<file path="config.mk">
export PLATFORM = sky130hd
export DESIGN_NAME = id_ctrl_stage
export DESIGN_NICKNAME = d
export VERILOG_FILES = /design/src/rtl/id_ctrl_stage_pkg.sv /design/src/rtl/id_ctrl_stage_ctrl_decode.sv /design/src/rtl/id_ctrl_stage.sv
export SDC_FILE = /design/constraint.sdc
export NUM_CORES = 1
export LEC_CHECK = 0
export BUFFER_PORTS_ARGS = -buffer_cell sky130_fd_sc_hd__buf_2
export CAP_MARGIN = 20
export CORE_MARGIN = 1
export CORE_UTILIZATION = 35
export DETAILED_ROUTE_END_ITERATION = 12
export SYNTH_ARGS = -nofsm -noshare
export SYNTH_HDL_FRONTEND = slang
export SYNTH_SLANG_ARGS = --single-unit
</file>
<file path="constraint.sdc">
create_clock -name clk -period 2.33 [get_ports clk]
set_input_delay 0.466 -clock clk [delete_from_list [all_inputs] [get_ports clk]]
set_output_delay 0.466 -clock clk [all_outputs]
set_load 0.02 [all_outputs]
</file>
<file path="src/rtl/id_ctrl_stage_pkg.sv">
// Shared definitions for the ID control stage: ALU function codes, PC source
// codes, opcode/funct constants, the control bundle and the mul/div FSM states.
package id_ctrl_stage_pkg;

    localparam logic [5:0] ALU_ADD = 6'b000000;
    localparam logic [5:0] ALU_SUB = 6'b000001;
    localparam logic [5:0] ALU_MUL = 6'b000010;
    localparam logic [5:0] ALU_DIV = 6'b000100;
    localparam logic [5:0] ALU_AND = 6'b011000;
    localparam logic [5:0] ALU_OR  = 6'b011110;
    localparam logic [5:0] ALU_XOR = 6'b010110;
    localparam logic [5:0] ALU_NOR = 6'b010001;
    localparam logic [5:0] ALU_SLL = 6'b100000;
    localparam logic [5:0] ALU_SRL = 6'b100001;
    localparam logic [5:0] ALU_SRA = 6'b100011;
    localparam logic [5:0] ALU_EQ  = 6'b110011;
    localparam logic [5:0] ALU_NEQ = 6'b110001;
    localparam logic [5:0] ALU_LT  = 6'b110101;
    localparam logic [5:0] ALU_LEZ = 6'b111101;
    localparam logic [5:0] ALU_LTZ = 6'b111011;
    localparam logic [5:0] ALU_GTZ = 6'b111111;

    localparam logic [2:0] PC_SEQ   = 3'd0;
    localparam logic [2:0] PC_BR    = 3'd1;
    localparam logic [2:0] PC_J     = 3'd2;
    localparam logic [2:0] PC_JR    = 3'd3;
    localparam logic [2:0] PC_IRQ   = 3'd4;
    localparam logic [2:0] PC_UNDEF = 3'd5;

    localparam logic [5:0] OP_RTYPE  = 6'h00;
    localparam logic [5:0] OP_REGIMM = 6'h01;
    localparam logic [5:0] OP_J      = 6'h02;
    localparam logic [5:0] OP_JAL    = 6'h03;
    localparam logic [5:0] OP_BEQ    = 6'h04;
    localparam logic [5:0] OP_BNE    = 6'h05;
    localparam logic [5:0] OP_BLEZ   = 6'h06;
    localparam logic [5:0] OP_BGTZ   = 6'h07;
    localparam logic [5:0] OP_ADDI   = 6'h08;
    localparam logic [5:0] OP_ADDIU  = 6'h09;
    localparam logic [5:0] OP_SLTI   = 6'h0A;
    localparam logic [5:0] OP_SLTIU  = 6'h0B;
    localparam logic [5:0] OP_ANDI   = 6'h0C;
    localparam logic [5:0] OP_LUI    = 6'h0F;
    localparam logic [5:0] OP_LW     = 6'h23;
    localparam logic [5:0] OP_SW     = 6'h2B;

    localparam logic [5:0] FN_SLL  = 6'h00;
    localparam logic [5:0] FN_SRL  = 6'h02;
    localparam logic [5:0] FN_SRA  = 6'h03;
    localparam logic [5:0] FN_JR   = 6'h08;
    localparam logic [5:0] FN_JALR = 6'h09;
    localparam logic [5:0] FN_MULT = 6'h18;
    localparam logic [5:0] FN_MULTU= 6'h19;
    localparam logic [5:0] FN_DIV  = 6'h1A;
    localparam logic [5:0] FN_DIVU = 6'h1B;
    localparam logic [5:0] FN_ADD  = 6'h20;
    localparam logic [5:0] FN_ADDU = 6'h21;
    localparam logic [5:0] FN_SUB  = 6'h22;
    localparam logic [5:0] FN_SUBU = 6'h23;
    localparam logic [5:0] FN_AND  = 6'h24;
    localparam logic [5:0] FN_OR   = 6'h25;
    localparam logic [5:0] FN_XOR  = 6'h26;
    localparam logic [5:0] FN_NOR  = 6'h27;
    localparam logic [5:0] FN_SLT  = 6'h2A;
    localparam logic [5:0] FN_SLTU = 6'h2B;

    typedef struct packed {
        logic [2:0] pc_src;
        logic [1:0] reg_dst;
        logic       reg_wr;
        logic       alu_src1;
        logic       alu_src2;
        logic [5:0] alu_fun;
        logic       sign;
        logic       mem_wr;
        logic       mem_rd;
        logic [1:0] mem_to_reg;
        logic       ext_op;
        logic       lu_op;
    } ctrl_bundle_t;

    typedef enum logic {
        IDLE    = 1'b0,
        MD_BUSY = 1'b1
    } md_state_e;

endpackage

</file>
<file path="src/rtl/id_ctrl_stage_ctrl_decode.sv">
// Purely combinational instruction decode into the control bundle, with IRQ and
// undefined-instruction overrides applied on top of the normal table.
module ctrl_decode
    import id_ctrl_stage_pkg::*;
(
    input  logic [31:0]  instr_i,
    input  logic         irq_i,
    input  logic         muldiv_en_i,
    output ctrl_bundle_t bundle_o,
    output logic         is_muldiv_o
);

    logic [5:0]   op;
    logic [5:0]   fn;
    logic         undef;
    logic         md;
    ctrl_bundle_t b;
    logic         unused_fields;

    assign op            = instr_i[31:26];
    assign fn            = instr_i[5:0];
    assign unused_fields = ^instr_i[25:6];

    always_comb begin
        b        = '0;
        b.sign   = 1'b1;
        b.ext_op = 1'b1;
        undef    = 1'b0;
        md       = 1'b0;
        case (op)
            OP_RTYPE: begin
                b.reg_wr = 1'b1;
                case (fn)
                    FN_ADD, FN_ADDU: begin b.alu_fun = ALU_ADD; b.sign = ~fn[0]; end
                    FN_SUB, FN_SUBU: begin b.alu_fun = ALU_SUB; b.sign = ~fn[0]; end
                    FN_AND:          b.alu_fun = ALU_AND;
                    FN_OR:           b.alu_fun = ALU_OR;
                    FN_XOR:          b.alu_fun = ALU_XOR;
                    FN_NOR:          b.alu_fun = ALU_NOR;
                    FN_SLT, FN_SLTU: begin b.alu_fun = ALU_LT; b.sign = ~fn[0]; end
                    FN_SLL:          begin b.alu_fun = ALU_SLL; b.alu_src1 = 1'b1; end
                    FN_SRL:          begin b.alu_fun = ALU_SRL; b.alu_src1 = 1'b1; end
                    FN_SRA:          begin b.alu_fun = ALU_SRA; b.alu_src1 = 1'b1; end
                    FN_JR:           begin b.pc_src = PC_JR; b.reg_wr = 1'b0; end
                    FN_JALR:         begin b.pc_src = PC_JR; b.mem_to_reg = 2'd2; end
                    FN_MULT, FN_MULTU, FN_DIV, FN_DIVU: begin
                        // Result lands in HI/LO, so no register-file write.
                        md        = muldiv_en_i;
                        undef     = ~muldiv_en_i;
                        b.reg_wr  = 1'b0;
                        b.alu_fun = fn[1] ? ALU_DIV : ALU_MUL;
                        b.sign    = ~fn[0];
                    end
                    default:         undef = 1'b1;
                endcase
            end
            OP_REGIMM: begin b.pc_src = PC_BR; b.alu_fun = ALU_LTZ; end
            OP_BEQ:    begin b.pc_src = PC_BR; b.alu_fun = ALU_EQ;  end
            OP_BNE:    begin b.pc_src = PC_BR; b.alu_fun = ALU_NEQ; end
            OP_BLEZ:   begin b.pc_src = PC_BR; b.alu_fun = ALU_LEZ; end
            OP_BGTZ:   begin b.pc_src = PC_BR; b.alu_fun = ALU_GTZ; end
            OP_J:      b.pc_src = PC_J;
            OP_JAL:    begin b.pc_src = PC_J; b.reg_wr = 1'b1; b.reg_dst = 2'd2; b.mem_to_reg = 2'd2; end
            OP_ADDI, OP_ADDIU: begin
                b.reg_wr = 1'b1; b.reg_dst = 2'd1; b.alu_src2 = 1'b1; b.sign = ~op[0];
            end
            OP_SLTI, OP_SLTIU: begin
                b.reg_wr = 1'b1; b.reg_dst = 2'd1; b.alu_src2 = 1'b1;
                b.alu_fun = ALU_LT; b.sign = ~op[0];
            end
            OP_ANDI:   begin b.reg_wr = 1'b1; b.reg_dst = 2'd1; b.alu_src2 = 1'b1; b.alu_fun = ALU_AND; b.ext_op = 1'b0; end
            OP_LUI:    begin b.reg_wr = 1'b1; b.reg_dst = 2'd1; b.alu_src2 = 1'b1; b.lu_op = 1'b1; end
            OP_LW:     begin b.reg_wr = 1'b1; b.reg_dst = 2'd1; b.alu_src2 = 1'b1; b.mem_rd = 1'b1; b.mem_to_reg = 2'd1; end
            OP_SW:     begin b.alu_src2 = 1'b1; b.mem_wr = 1'b1; end
            default:   undef = 1'b1;
        endcase

        bundle_o    = b;
        is_muldiv_o = md & ~irq_i;
        // IRQ outranks an undefined instruction; both trap to the $k0 handler path.
        if (irq_i || undef) begin
            bundle_o            = '0;
            bundle_o.pc_src     = irq_i ? PC_IRQ : PC_UNDEF;
            bundle_o.reg_dst    = 2'd3;
            bundle_o.reg_wr     = 1'b1;
            bundle_o.mem_to_reg = irq_i ? 2'd3 : 2'd2;
        end
    end

endmodule

</file>
<file path="src/rtl/id_ctrl_stage.sv">
// Registered ID control stage: valid/ready handshake around ctrl_decode, a
// multi-cycle mul/div occupancy FSM and a synchronised, maskable IRQ request.
module id_ctrl_stage
    import id_ctrl_stage_pkg::*;
#(
    parameter int ENABLE_MULDIV   = 1,
    parameter int MULDIV_CYCLES   = 4,
    parameter int IRQ_SYNC_STAGES = 2
) (
    input  logic        clk,
    input  logic        reset,
    input  logic        in_valid,
    output logic        in_ready,
    input  logic [31:0] instr,
    input  logic        kernel_mode,
    input  logic        irq_in,
    input  logic        flush,
    output logic        out_valid,
    input  logic        out_ready,
    output logic [2:0]  pc_src,
    output logic [1:0]  reg_dst,
    output logic        reg_wr,
    output logic        alu_src1,
    output logic        alu_src2,
    output logic [5:0]  alu_fun,
    output logic        sign,
    output logic        mem_wr,
    output logic        mem_rd,
    output logic [1:0]  mem_to_reg,
    output logic        ext_op,
    output logic        lu_op,
    output logic        irq_taken,
    output logic        busy
);

    localparam logic [3:0] MD_LOAD = 4'(MULDIV_CYCLES - 1);

    ctrl_bundle_t dec_bundle, bundle_q, bundle_d;
    logic         dec_muldiv;
    md_state_e    state_q, state_d;
    logic [3:0]   cnt_q, cnt_d;
    logic         out_valid_q, out_valid_d;
    logic         irq_taken_q;
    logic         irq_pending_q, irq_pending_d;
    logic         irq_last_q, irq_edge;
    logic [IRQ_SYNC_STAGES-1:0] sync_q, sync_in;
    logic         accept, irq_attach;

    for (genvar gi = 0; gi < IRQ_SYNC_STAGES; gi++) begin : g_sync
        if (gi == 0) begin : g_first
            assign sync_in[gi] = irq_in;
        end else begin : g_rest
            assign sync_in[gi] = sync_q[gi-1];
        end
    end

    assign irq_edge   = sync_q[IRQ_SYNC_STAGES-1] & ~irq_last_q;
    // A transfer in the same cycle as flush is discarded and must not consume the IRQ.
    assign accept     = in_valid & in_ready & ~flush;
    assign irq_attach = accept & irq_pending_q & ~kernel_mode;

    ctrl_decode u_decode (
        .instr_i     (instr),
        .irq_i       (irq_pending_q & ~kernel_mode),
        .muldiv_en_i (ENABLE_MULDIV != 0),
        .bundle_o    (dec_bundle),
        .is_muldiv_o (dec_muldiv)
    );

    always_ff @(posedge clk) begin
        if (reset) begin
            state_q       <= IDLE;
            cnt_q         <= '0;
            bundle_q      <= '0;
            out_valid_q   <= 1'b0;
            irq_taken_q   <= 1'b0;
            irq_pending_q <= 1'b0;
            irq_last_q    <= 1'b0;
            sync_q        <= '0;
        end else begin
            state_q       <= state_d;
            cnt_q         <= cnt_d;
            bundle_q      <= bundle_d;
            out_valid_q   <= out_valid_d;
            irq_taken_q   <= irq_attach;
            irq_pending_q <= irq_pending_d;
            irq_last_q    <= sync_q[IRQ_SYNC_STAGES-1];
            sync_q        <= sync_in;
        end
    end

    always_comb begin
        state_d       = state_q;
        cnt_d         = cnt_q;
        bundle_d      = bundle_q;
        out_valid_d   = out_valid_q;
        irq_pending_d = irq_edge ? 1'b1 : (irq_attach ? 1'b0 : irq_pending_q);
        if (out_valid_q && out_ready) out_valid_d = 1'b0;
        case (state_q)
            IDLE: begin
                if (accept && dec_muldiv) begin
                    state_d = MD_BUSY;
                    cnt_d   = MD_LOAD;
                end
            end
            MD_BUSY: begin
                if (cnt_q != 4'd0) cnt_d = cnt_q - 4'd1;
                if (cnt_q <= 4'd1) begin
                    state_d     = IDLE;
                    out_valid_d = 1'b1;
                end
            end
            default: state_d = IDLE;
        endcase
        if (accept) begin
            bundle_d    = dec_bundle;
            out_valid_d = ~dec_muldiv;
        end
        if (flush) begin
            out_valid_d = 1'b0;
            state_d     = IDLE;
            cnt_d       = '0;
        end
    end

    always_comb begin
        busy     = (state_q == MD_BUSY);
        in_ready = ~busy & (~out_valid_q | out_ready);
    end

    // Write enables are gated so a bubble can never commit a stale bundle.
    assign out_valid  = out_valid_q;
    assign irq_taken  = irq_taken_q;
    assign pc_src     = bundle_q.pc_src;
    assign reg_dst    = bundle_q.reg_dst;
    assign reg_wr     = bundle_q.reg_wr & out_valid_q;
    assign alu_src1   = bundle_q.alu_src1;
    assign alu_src2   = bundle_q.alu_src2;
    assign alu_fun    = bundle_q.alu_fun;
    assign sign       = bundle_q.sign;
    assign mem_wr     = bundle_q.mem_wr & out_valid_q;
    assign mem_rd     = bundle_q.mem_rd & out_valid_q;
    assign mem_to_reg = bundle_q.mem_to_reg;
    assign ext_op     = bundle_q.ext_op;
    assign lu_op      = bundle_q.lu_op;

endmodule

</file>
* After elaboration in Yosys (flattened, before gate mapping)
Cells that the tools add are included.
Storage, ports and cells: register bits after elaboration 32, latch bits 0, RAM bits 0, ROM bits 0, input bits 39, output and inout bits 25, word-level logic and storage cells 140, memories kept 0
Cells by class: add/sub/neg operators 1, multiply operators 0, divide/modulo/power cells 0, $lt $le $gt $ge 1, eq/ne operators 35, shifts and indexed selects 0, mux-type cells 38, bitwise operators 21, reduce and logical (&&, ||, !) cells 25
Operators by type and width (count):
- == test 6 bit (second input constant) | 12
- case mux 6 bit (10 select lines) | 1
- == test 6 x 4 -> 1 bit (second input constant) | 8
- case mux 6 bit (8 select lines) | 1
- == test 6 x 2 -> 1 bit (second input constant) | 4
- == test 6 x 3 -> 1 bit (second input constant) | 4
- == test 6 x 5 -> 1 bit (second input constant) | 4
- 2-to-1 mux 1 bit | 22
- 2-to-1 mux 21 bit | 1
- OR reduction 19 bit | 1
- OR reduction 8 bit | 2
- OR reduction 15 bit | 1
- logical NOT 6 bit | 2
- case mux 2 bit (3 select lines) | 2
- OR reduction 2 bit | 6
- AND 1 bit | 11
- OR reduction 10 bit | 1
- OR reduction 5 bit | 2
- inverter 1 bit | 9
- 2-to-1 mux 4 bit | 2
- case mux 1 bit (2 select lines) | 4
- case mux 4 bit (2 select lines) | 1
- OR reduction 4 bit | 2
- OR reduction 7 bit | 1
- other kinds (15) | 17

* Logic depth before layout (Yosys ltp)
depth after elaboration 9, mapped depth 7, depth with buffers taken out 6

* Hierarchy
From an unflattened synthesis, not the netlist that was laid out.
Second synthesis, totals: cells, all modules 308, area total of the unflattened synthesis 2180.8 um^2
By module, submodules not included:
- id_ctrl_stage | instances 1, cells each 163, area an instance 1351.3 um^2, sequential area each 640.6 um^2
- ctrl_decode | instances 1, cells each 145, area an instance 829.5 um^2, sequential area each 0.0 um^2

* Worst setup path before layout
OpenSTA, ideal clock, no wires.
path type in2reg, start in instr[31], end reg bundle_q, in the netlist alu_fun[1], library setup time 0.129 ns, data arrival time 1.986 ns, data required time 2.201 ns, slack 0.216 ns, stages on the path 7, path buffers 2, cell sequence clkbuf_1 > or4_1 > a211oi_1 > o31a_1 > or4_1 > buf_2 > o41ai_2
Between the ends: longest elaborated chain between the ends 5, elaborated cells on any way between the ends 22, classes of those cells 15 x eq/ne; 3 x mux; 4 x reduce/logical
RTL lines:
- start, declared | RTL line id_ctrl_stage.sv:14 | input logic [31:0] instr,
- == test 6 x 1 -> 1 bit (tied with other cells) | RTL line id_ctrl_stage_ctrl_decode.sv:30 | case (op)
- OR reduction 15 bit (no line)
- case mux 1 bit (2 select lines) | RTL line id_ctrl_stage_ctrl_decode.sv:30
- logical OR 1 bit | RTL line id_ctrl_stage_ctrl_decode.sv:81 | if (irq_i || undef) begin
- 2-to-1 mux 21 bit (*) | RTL line id_ctrl_stage_ctrl_decode.sv:81
- end signal, assigned | RTL line id_ctrl_stage.sv:83 | bundle_q <= bundle_d;
- end, declared | RTL line id_ctrl_stage.sv:38 | ctrl_bundle_t dec_bundle, bundle_q, bundle_d;
Mark *: on every way between the ends. The rest lies on a longest branch, timed or not. A chain may end at the register's enable or synchronous reset.

* Worst setup path after layout
start in instr[5], end reg bundle_q, in the netlist alu_fun[1]
Between the ends: longest elaborated chain between the ends 6, elaborated cells on any way between the ends 29, classes of those cells 18 x eq/ne; 5 x mux; 6 x reduce/logical
RTL lines (RTL line):
- branches (longest 5 deep; another with case mux 6 bit (10 select lines))
- 2-to-1 mux 21 bit (*) | id_ctrl_stage_ctrl_decode.sv:81
Mark *: on every way between the ends.

==> impl_results.md <==
* CTS Buf Count at 5
* Core area at approximately 0.0056 mm2
* Setup Skew at approximately 0.0044 ns
* H-tree depth at 2
* Switching Fraction at 0.2760
* Die W at a little under 80 um
* RR Endpoint: alu_fun[1]$_SDFFE_PP0P_
* Largest net degree at the start of global routing at 24
* Most common cell after layout, fill and taps aside: buf_2
* Overflow after GRT at 0
* Fin. max-slew vios at 0
* Area delta synth->final at 20.11%
* IO Count at 64
* Crit Path Max Fanout at 6
* Ys flop type: dfxtp_1
* CTS hold repair buffers at 0
* CP Launch Type: input port
* Drt initial violations at 70
* Post-Synthesis Net Count at ~310
* Post_cts resized at 0
* Root Buffer: clkbuf_8
* Share of layout cells above drive strength 1 at 0.2628
* Pwr dens at 497.8 mW/mm2
* Largest register FFs at 6
* Diode count at 0
* Initial antenna violation count at 0
* Vias in the first global route at approximately 1800
* Setup Viol. Count Final at 0
* Area contributors post-synth: dfxtp_1 31%, nor2_1 6.0%, buf_4 4.7%, a21oi_1 4.6%, nand2b_1 3.0%
* Combinational power share at 0.188
* Peak supply drop at approximately 270 uV
* Cell count after synthesis at ~270
* Hold Crit Class: in -> reg
* Internal Pwr Total at about 0.89 mW
* Clock sinks at 32
* Final Hold Viols at 0
* CTS tree: done
* Clk slew on worst S/H paths at 0.07 ns
* Ys async rst share at 0
* Average cell area after synthesis at 7.679 um2
* Placer Congestion at ~0.86
* Post-synthesis cell type count at 50
* Vias per Instance at about 5.2
* Crit Path Class: in -> reg
* # rows at 27
* Mapped cell area at a little over 0.002 mm2
* Yosys top cell area share at 0.3101
* GRT Overall Usage at 0.1713
* Slew @ Worst Pin at around 0.74 ns
* Register area share after synthesis at 0.3101
* Detailed Route WL at ~5100 um
* Clock Tree Buf Depth at 2
* HP Start: irq_in
* WP data required at about 2.5 ns
* Sw power at around 0.34 mW
* Initial Util at 0.3684
* Reg-to-reg slack, setup at approximately 0.45 ns
* Mean routed wirelength per cell at between 10 and 15 um
* Worst reg2reg path depth at 4
* DP Cell Count at 376
* Cells along the critical path: buf_2 -> and4bb_1 -> a2111oi_0 -> o31a_1 -> or4_1 -> o41ai_2
* CP max-delay cell: or4_1
* Post-DP HPWL at approximately 4000 um
* Max Clk Rate at about 490 MHz
* Worst setup EP type: register
* Post-Place Cell Area at 0.002387 mm2
* Setup bufs post-CTS at 0
* Die H at ~79 um
* DRC at 0
* Max stage delay on crit path at ~0.63 ns
* Skew-Pair Late Insertion Delay at approximately 0.28 ns
* Non-Filler Instances at ~380
* Synthesized flop and latch total at 32
* Design area at around 0.0025 mm2
* Clock power frac at 0.352
* Yosys warns at 0
* Port Buf Inserts at 43
* Final clock period utilization by the worst path at 0.8818
* Slew HR at 0.5055
* Cell taking the most area after synthesis: dfxtp_1
* Status: completed
* WP data arrival at ~2.3 ns
* Sequential share of power at 0.459
* DRT Pass-1 Iters at 4
* Hold Crit Depth at 2
* Fillers at about 600
* Worst Hold Path EP: sync_q[0]$_SDFF_PP0_
* Die area at 0.006213 mm2
* Total Power at 1.235 mW
* Max-cap violations at 0
* Leak at 1.011 nW
* Vias post-DR at about 2000
* Global-route wire length before repair at 8328 um
* Reg-to-Reg Start: out_valid$_SDFF_PP0_
* Antenna-violating nets left at 0
* Nets at roughly 350
* RSZ-0062 raised after global routing: no
* Hold slack at between 0.3 and 0.4 ns
* Most frequent cells in the layout: 43 x buf_2, 33 x nor2_1, 32 x dfxtp_1
* Number of enable flip-flop cells after synthesis at 0
* Final Critical Period at 2.055 ns
## layout make-up
type                            count  area [um2]  share of cell area
Clock inverter                      2       10.01            0.004034
Clock buffer                        6       82.58             0.03328
Sequential cell                    32       640.6              0.2582
Inverter                            8       30.03             0.01210
Tap cell                           72       90.09             0.03631
Multi-Input combinational cell    195        1217              0.4907
Timing Repair Buffer               69       410.4              0.1654
## cells by family (layout without fill, tap and decap cells)
| group | Yosys count | after routing | share of synthesized area |
|---|---|---|---|
| xor gates and xnor gates | 8 | 8 | 0.03392 |
| buffers and inverters | 42 | 85 | 0.1012 |
| adders and majority gates | 3 | 3 | 0.01817 |
| AOI/OAI and AO/OA | 70 | 70 | 0.2320 |
| and+or+nand+nor | 113 | 113 | 0.2998 |
| muxes | 1 | 1 | 0.004846 |
| DFF | 32 | 32 | 0.3101 |
## through the flow
| step | setup WS (ns) | util | TNS, ns |
|---|---|---|---|
| 3_5_place_dp | -0.01368 | 0.4257 | -0.02143 |
| 4_1_cts | 0.2827 | 0.4422 | 0 |
| 5_1_grt | 0.2060 | 0.4424 | 0 |
| 6_report | 0.2754 | 0.4424 | 0 |
| 2_1_floorplan | 0.2158 | - | 0 |
| 3_3_place_gp | 0.02635 | 0.4257 | 0 |
## worst max path at each step
stage / startpoint / to / slack [ns] / cells after the start
2_1_floorplan: instr[31] / alu_fun[1]$_SDFFE_PP0P_ / 0.22 / 7
6_report: instr[5] / alu_fun[1]$_SDFFE_PP0P_ / 0.28 / 6
3_3_place_gp: instr[5] / alu_fun[1]$_SDFFE_PP0P_ / 0.03 / 6
5_1_grt: instr[5] / alu_fun[1]$_SDFFE_PP0P_ / 0.21 / 6
3_5_place_dp: instr[5] / mem_to_reg[1]$_SDFFE_PP0P_ / -0.01 / 6
4_1_cts: instr[5] / mem_to_reg[1]$_SDFFE_PP0P_ / 0.28 / 6
## power groups by stage
| stage | logic [mW] | registers (mW) | clock network (mW) |
|---|---|---|---|
| 6_report | 0.233 | 0.567 | 0.435 |
| 5_1_grt | 0.258 | 0.568 | 0.475 |
| 4_1_cts | 0.232 | 0.567 | 0.452 |
| 3_5_place_dp | 0.232 | 0.580 | 0 |
| 3_3_place_gp | 0.230 | 0.579 | 0 |
| 2_1_floorplan | 0.153 | 0.581 | 0 |
## per-layer routing
metal	vias to the layer above	routed length, um	track usage
met3	7	241	0.02644
li1	1026	-	-
met4	0	79	0.07636
met5	-	0	0
met1	917	2544	0.2396
met2	51	2267	0.2583
## worst max-delay path: cells and delay by family
family	cells	cell delay (ns)
buffers and inverters	1	0.13
AO/OA/AOI/OAI	3	0.77
AND/OR/NAND/NOR	2	0.88
## cell usage after synthesis, types with 5 or more instances
cell	n
a211oi_1	6
nor2_1	33
xnor2_1	5
a31oi_1	6
nor2b_1	8
buf_4	13
nor3_1	9
inv_1	8
nand2b_1	10
nand2_1	13
clkbuf_1	16
nand3b_1	7
a21oi_1	19
and2_1	5
o21ai_0	5
o31ai_1	6
dfxtp_1	32
No activity file was read; power rests on OpenSTA's default activity.
